--- config.mk ---
export PLATFORM = sky130hd
export DESIGN_NAME = mips32_prog_loader_flat
export DESIGN_NICKNAME = d
export VERILOG_FILES = /design/src/rtl/mips32_pkg.sv /design/src/rtl/mips32_prog_loader_if.sv /design/src/rtl/mips32_word_packer.sv /design/src/rtl/mips32_prog_loader.sv /design/src/flat_wrapper.sv
export SDC_FILE = /design/constraint.sdc
export NUM_CORES = 1
export LEC_CHECK = 0
export CAP_MARGIN = 5
export CORE_ASPECT_RATIO = 0.5
export CORE_UTILIZATION = 54
export DETAILED_ROUTE_END_ITERATION = 6
export GPL_TIMING_DRIVEN = 0
export PLACE_DENSITY = 0.81
export SYNTH_ARGS = -nofsm -noshare
export SYNTH_HDL_FRONTEND = slang
export SYNTH_SLANG_ARGS = --single-unit
--- constraint.sdc ---
create_clock -name clk1 -period 3.35 [get_ports clk1]
set_input_delay 0.5025 -clock clk1 [delete_from_list [all_inputs] [get_ports clk1]]
set_output_delay 0.5025 -clock clk1 [all_outputs]
set_load 0.1 [all_outputs]
--- src/rtl/mips32_pkg.sv ---
// Shared definitions for the MIPS32 program loader: loader state encoding,
// default frame marker and the HLT opcode used to terminate loaded programs.
package mips32_pkg;

    localparam logic [2:0] ST_IDLE  = 3'd0;
    localparam logic [2:0] ST_LEN   = 3'd1;
    localparam logic [2:0] ST_DATA  = 3'd2;
    localparam logic [2:0] ST_CSUM  = 3'd3;
    localparam logic [2:0] ST_START = 3'd4;
    localparam logic [2:0] ST_ERROR = 3'd5;

    localparam logic [7:0] SYNC_BYTE_DEF = 8'hA5;
    localparam logic [5:0] OP_HLT        = 6'h3f;

endpackage

--- src/rtl/mips32_prog_loader_if.sv ---
// Byte-stream input, instruction-memory write port and core control of the loader.
interface mips32_prog_loader_if #(
    parameter int ADDR_W = 10
);
    logic              in_valid;
    logic [7:0]        in_data;
    logic              in_ready;
    logic              mem_we;
    logic [ADDR_W-1:0] mem_addr;
    logic [31:0]       mem_wdata;
    logic              cpu_hold;
    logic              cpu_start;
    logic              done;
    logic              err;

    modport master (
        input  in_valid, in_data,
        output in_ready, mem_we, mem_addr, mem_wdata, cpu_hold, cpu_start, done, err
    );

    modport slave (
        output in_valid, in_data,
        input  in_ready, mem_we, mem_addr, mem_wdata, cpu_hold, cpu_start, done, err
    );
endinterface

--- src/rtl/mips32_word_packer.sv ---
// Assembles data bytes MSB-first into 32-bit words and keeps the running XOR
// checksum of every byte accepted since the last clear.
module mips32_word_packer (
    input  logic        clk1,
    input  logic        rst,
    input  logic        clear,
    input  logic        shift_en,
    input  logic [7:0]  byte_in,
    output logic [31:0] word,
    output logic        word_valid,
    output logic [7:0]  csum,
    output logic        last_byte
);

    logic [23:0] shift;
    logic [1:0]  cnt;

    assign last_byte = (cnt == 2'd3);

    // NOTE: non-blocking assignments so every register samples pre-edge values.
    always_ff @(posedge clk1 or posedge rst) begin
        if (rst) begin
            shift      <= '0;
            cnt        <= '0;
            csum       <= '0;
            word       <= '0;
            word_valid <= 1'b0;
        end else begin
            word_valid <= 1'b0;
            if (clear) begin
                shift <= '0;
                cnt   <= '0;
                csum  <= '0;
            end else if (shift_en) begin
                csum <= csum ^ byte_in;
                cnt  <= cnt + 2'd1;
                if (last_byte) begin
                    word       <= {shift, byte_in};
                    word_valid <= 1'b1;
                end else begin
                    shift <= {shift[15:0], byte_in};
                end
            end
        end
    end

endmodule

--- src/rtl/mips32_prog_loader.sv ---
// Framed byte-stream loader: writes big-endian words into instruction memory,
// holds the core while loading and releases it with cpu_start on a verified frame.
module mips32_prog_loader
    import mips32_pkg::*;
#(
    parameter int         ADDR_W    = 10,
    parameter int         BASE_ADDR = 0,
    parameter logic [7:0] SYNC_BYTE = SYNC_BYTE_DEF
) (
    input  logic clk1,
    input  logic rst,
    mips32_prog_loader_if.master bus
);

    localparam int unsigned       MAX_WORDS = (2 ** ADDR_W) - BASE_ADDR;
    localparam logic [ADDR_W-1:0] BASE      = ADDR_W'(BASE_ADDR);

    logic [2:0] state;
    logic [7:0] word_cnt;
    logic       accept;
    logic       data_byte;
    logic       clear;
    logic       last_byte;
    logic [7:0] csum;
    logic       len_bad;

    assign accept    = bus.in_valid & bus.in_ready;
    assign data_byte = accept && (state == ST_DATA);
    assign clear     = accept && (state == ST_IDLE) && (bus.in_data == SYNC_BYTE);
    assign len_bad   = (bus.in_data == 8'd0) || (32'(bus.in_data) > MAX_WORDS);

    mips32_word_packer u_packer (
        .clk1       (clk1),
        .rst        (rst),
        .clear      (clear),
        .shift_en   (data_byte),
        .byte_in    (bus.in_data),
        .word       (bus.mem_wdata),
        .word_valid (bus.mem_we),
        .csum       (csum),
        .last_byte  (last_byte)
    );

    always_ff @(posedge clk1 or posedge rst) begin
        if (rst) begin
            state         <= ST_IDLE;
            word_cnt      <= '0;
            bus.in_ready  <= 1'b1;
            bus.mem_addr  <= BASE;
            bus.cpu_hold  <= 1'b1;
            bus.cpu_start <= 1'b0;
            bus.done      <= 1'b0;
            bus.err       <= 1'b0;
        end else begin
            bus.cpu_start <= 1'b0;
            // The final word's strobe happens in CSUM, so the address never steps past the frame.
            if (bus.mem_we && state == ST_DATA)
                bus.mem_addr <= bus.mem_addr + 1'b1;

            case (state)
                ST_IDLE: begin
                    if (clear) begin
                        state        <= ST_LEN;
                        bus.done     <= 1'b0;
                        bus.err      <= 1'b0;
                        bus.cpu_hold <= 1'b1;
                    end
                end
                ST_LEN: begin
                    if (accept) begin
                        if (len_bad) begin
                            state <= ST_ERROR;
                        end else begin
                            word_cnt     <= bus.in_data;
                            bus.mem_addr <= BASE;
                            bus.cpu_hold <= 1'b1;
                            state        <= ST_DATA;
                        end
                    end
                end
                ST_DATA: begin
                    if (data_byte && last_byte) begin
                        word_cnt <= word_cnt - 8'd1;
                        if (word_cnt == 8'd1)
                            state <= ST_CSUM;
                    end
                end
                ST_CSUM: begin
                    if (accept) begin
                        if (bus.in_data == csum) begin
                            state         <= ST_START;
                            bus.in_ready  <= 1'b0;
                            bus.cpu_start <= 1'b1;
                            bus.cpu_hold  <= 1'b0;
                            bus.done      <= 1'b1;
                        end else begin
                            state <= ST_ERROR;
                        end
                    end
                end
                ST_START: begin
                    bus.in_ready <= 1'b1;
                    state        <= ST_IDLE;
                end
                ST_ERROR: begin
                    bus.err <= 1'b1;
                    state   <= ST_IDLE;
                end
                default: state <= ST_IDLE;
            endcase
        end
    end

endmodule
--- src/flat_wrapper.sv ---
// flat-port wrapper written by rule: the top's interface ports become plain ports
module mips32_prog_loader_flat import mips32_pkg::*;
#(
    parameter int         ADDR_W    = 10,
    parameter int         BASE_ADDR = 0,
    parameter logic [7:0] SYNC_BYTE = SYNC_BYTE_DEF
)
  (clk1, rst, bus_in_valid, bus_in_data, bus_in_ready, bus_mem_we, bus_mem_addr, bus_mem_wdata, bus_cpu_hold, bus_cpu_start, bus_done, bus_err);
  mips32_prog_loader_if #(.ADDR_W(ADDR_W)) bus_i ();
  input  logic clk1;
  input  logic rst;
  input wire logic [$bits(bus_i.in_valid)-1:0] bus_in_valid;
  input wire logic [$bits(bus_i.in_data)-1:0] bus_in_data;
  output wire logic [$bits(bus_i.in_ready)-1:0] bus_in_ready;
  output wire logic [$bits(bus_i.mem_we)-1:0] bus_mem_we;
  output wire logic [$bits(bus_i.mem_addr)-1:0] bus_mem_addr;
  output wire logic [$bits(bus_i.mem_wdata)-1:0] bus_mem_wdata;
  output wire logic [$bits(bus_i.cpu_hold)-1:0] bus_cpu_hold;
  output wire logic [$bits(bus_i.cpu_start)-1:0] bus_cpu_start;
  output wire logic [$bits(bus_i.done)-1:0] bus_done;
  output wire logic [$bits(bus_i.err)-1:0] bus_err;
  assign bus_i.in_valid = bus_in_valid;
  assign bus_i.in_data = bus_in_data;
  assign bus_in_ready = bus_i.in_ready;
  assign bus_mem_we = bus_i.mem_we;
  assign bus_mem_addr = bus_i.mem_addr;
  assign bus_mem_wdata = bus_i.mem_wdata;
  assign bus_cpu_hold = bus_i.cpu_hold;
  assign bus_cpu_start = bus_i.cpu_start;
  assign bus_done = bus_i.done;
  assign bus_err = bus_i.err;
  mips32_prog_loader #(.ADDR_W(ADDR_W), .BASE_ADDR(BASE_ADDR), .SYNC_BYTE(SYNC_BYTE)) u_core (.clk1(clk1), .rst(rst), .bus(bus_i));
endmodule
==> key figures <==
Run status
  – Status: finished with violations
  – Failing checks: design-rule violations

Power and ir drop
  – Power, Total: about 5.7 mW
  – Static Leak: 2.34 nW
  – Maximum vdd drop: around 470 uV
  – Pwr Density: 1110 nW/um2

Placed design
  – DP HPWL: around 6300 um
  – Cells after DPL: around 500
  – Placer Congestion: 0.945
  – PortBufs: slightly below 60
  – Placed standard-cell area: 4840 um2

Setup path
  – Worst Path Max Fanout: 6
  – CP required: about 2.9 ns
  – Buf/Inv on CP: 1
  – Worst EP arrival: roughly 2.1 ns
  – Cell family with most CP delay: buffers and inverters
  – Slowest-stage cell, CP: clkdlybuf4s50_1
  – Critical path capture point type: primary output
  – Cell Chain, Critical Path: clkdlybuf4s50_1
  – CP peak stage delay: 1.14 ns
  – CP Class: register to primary output
  – Startpoint types: register

Routing
  – Initial DRC Count: roughly 260
  – Pre-antenna DRT Iters: 7
  – Antenna-violating nets left: 0
  – Via density per instance: between 5 and 6
  – # DRC: 2
  – Vias: 2,981
  – Detailed-route wire length: ~9200 um
  – Avg WL per Cell: roughly 18 um

Synthesis
  – Ys async rst share: 100%
  – Register area share after synthesis: 56.7%
  – Synth Area in Adders: under 10%
  – Synthesis Warnings: 0
  – Main combinational cell family by area after synthesis: simple AND/OR/NAND/NOR gates
  – Most frequent cells after synthesis: dfrtp_1 (91), mux2_2 (36), nor2_1 (33), a22o_1 (23), xor2_1 (21)
  – Compound-gate portion of the synthesized area: a little under an eighth
  – Synth Cell Area: about 4100 um2
  – Simple-gate share of the synthesized area: around an eighth
  – Share of the synthesized area in the top cell type: 55.4%
  – Cell with the most instances after synthesis: dfrtp_1
  – Syn avg cell area: around 12 um2
  – #FFs+latches synth: 93
  – Post-synth top flop: dfrtp_1
  – Yosys cell types: 50
  – Leading area contributor after synthesis: dfrtp_1
  – Post-synthesis mux area share: a little over a tenth
  – Post-synthesis xor/xnor area fraction: 5.12%
  – EDFF count, synth: 0
  – Dominant cells by area after synthesis: dfrtp_1 (55%), mux2_2 (9.9%), a22o_1 (4.9%)
  – Mapped Nets: about 360
  – Syn Inst Count: around 340

Job
  – Maxcap violations: 0

CTS
  – Post-CTS Setup Inserts: 0
  – Hold Buf Count CTS: 0
  – H-tree Lvls: 3
  – Post_cts resized: 0
  – Root buffer cell: clkbuf_16
  – Num CTS Buffers: 9
  – Clock Path Buffers: 2
  – Worst-skew pair later-pin latency: around 0.34 ns
  – CTS tree: built
  – Clk slew on worst S/H paths: around 0.07 ns
  – CTS sink count: 93

Timing
  – Unrepaired setup endpoints after global routing: no
  – Setup violations, final: 0
  – Worst-Margin Slew: 1.00 ns
  – Tmin final: between 2 and 3 ns
  – Min Hold Slack: 0.476 ns
  – Hold Fails Final Rpt: 0
  – Clk_skew: between 0.009 and 0.01 ns
  – Slew Viols, Final: 0
  – Fin crit share: about three quarters
  – Slew HR: approximately 33%
  – Max Fclk: just under 0.4 GHz

Floorplan
  – Horiz. Die Dim: around 130 um
  – Die height: 63.7 um
  – Core area: approximately 7300 um2
  – Die area: approximately 8000 um2
  – Rows: 22
  – Initial Util: a little under three fifths
  – # IOs: between 50 and 60

Global routing
  – Gr ovfl total: 0
  – Pin count of the biggest net entering global routing: slightly below 50
  – Total GRT Usage: about 25%
  – First-pass GRT wire length: 15,200 um
  – Initial antenna violation count: 0
  – Vias in the first global route: roughly 2,900

Finish
  – Post-Layout Cell Count: ~510
  – Net count, final: 428
  – N_diodes: 0
  – Area added between synthesis and finish: 26.2%
  – Fin area: 5180 um2
  – Proportion of layout cells with a drive suffix above 1: between 10% and 20%

Hold path
  – Hold Path Class: register to register
==> cell usage in the layout, fill, tap and decap left out, types with 4 or more instances in the layout <==
cell type and instances:
dfrtp_1 91, clkdlybuf4s50_1 58, mux2_2 36, nor2_1 33, a22o_1 23, xor2_1 21
nand2_1 20, a21oi_1 13, buf_2 11, clkbuf_16 9, o21ai_0 8, nand3_1 6
o21ai_1 6, nor3_1 6, inv_1 6, ha_1 4
==> path summary, 6_finish.rpt <==
path / startpoint / endpoint / slack (ns) / depth (start not counted)
setup / recovery: u_core.bus.in_ready$_DFFE_PP1P_ / bus_in_ready / 0.79 / 1
hold / removal: u_core.bus.cpu_hold$_DFFE_PP1P_ / u_core.bus.cpu_hold$_DFFE_PP1P_ / 0.48 / 2
setup reg to reg: u_core.state[0]$_DFFE_PP0P_ / u_core.word_cnt[3]$_DFFE_PP0P_ / 1.30 / 6
hold reg to reg: u_core.bus.cpu_hold$_DFFE_PP1P_ / u_core.bus.cpu_hold$_DFFE_PP1P_ / 0.48 / 2
max in group asynchronous: rst / u_core.bus.in_ready$_DFFE_PP1P_ / 2.09 / 3
min in group asynchronous: rst / u_core.bus.mem_addr[1]$_DFF_PP0_ / 0.58 / 2
==> cell families (layout without fill, tap and decap cells) <==
| kind of cell | after synthesis | in the layout |
|---|---|---|
| AND/OR/NAND/NOR | 96 | 96 |
| flip-flops | 93 | 93 |
| AO/OA/AOI/OAI | 64 | 64 |
| multiplexers | 39 | 39 |
| XOR/XNOR | 24 | 24 |
| buffers and inverters | 23 | 98 |
| adder cells (fa/ha/maj) | 4 | 4 |
==> area by class of cell <==
class / count / area, um2
Clock inverter: 6 / 116
Clock buffer: 10 / 229
Multi-Input combinational cell: 227 / 1670
Buffer: 16 / 85.1
Timing Repair Buffer: 59 / 608
Tap cell: 96 / 120
Fill cell: 493 / 2170
Sequential cell: 93 / 2330
Inverter: 7 / 28.8
==> state kept, by name (all words and copies together), names as in the netlist <==
| name | flops |
|---|---|
| u_core.bus.err | 1 |
| u_core.u_packer.word_valid | 1 |
| u_core.u_packer.csum | 8 |
| u_core.bus.mem_addr | 10 |
| u_core.bus.cpu_start | 1 |
| u_core.state | 3 |
| u_core.bus.cpu_hold | 1 |
| u_core.bus.done | 1 |
| u_core.u_packer.shift | 24 |
| u_core.bus.in_ready | 1 |
| u_core.word_cnt | 8 |
| u_core.u_packer.word | 32 |
| u_core.u_packer.cnt | 2 |
==> per-layer routing <==
metal | part of all wire [%] | vias up | track usage, %
li1 | - | 1360 | -
met1 | 46 | 1525 | 33.7
met2 | 48 | 77 | 40.2
met3 | 3.7 | 19 | 4.93
met4 | 1.9 | 0 | 10.1
met5 | 0 | - | 0
==> through the flow <==
stage                     setup slack [ns]  utilization [%]  TNS [ns]
final                                0.791             70.5         0
after global placement              -0.740             65.4    -67.02
after CTS                            0.782             70.5         0
after detailed placement             0.643             65.8         0
after global routing                 0.749             70.5         0
after floorplan                      0.430                -         0
==> report_power, final <==
group | total [mW] | internal (mW) | leakage (nW) | switching, mW
combinational | 2.70 | 0.827 | 0.961 | 1.88
clock | 1.17 | 0.737 | 0.168 | 0.433
sequential | 1.86 | 1.54 | 1.21 | 0.323
total | 5.74 | 3.11 | 2.34 | 2.63
==> worst reg2reg max path, cell delays in order, from the launching register on <==
cell and delay [ns]:
dfrtp_1 0.42, or3b_1 0.39, buf_2 0.21, nor2_4 0.27, nor2_2 0.14, buf_2 0.23, o21ai_0 0.27
No activity file was read; power rests on OpenSTA's default activity.
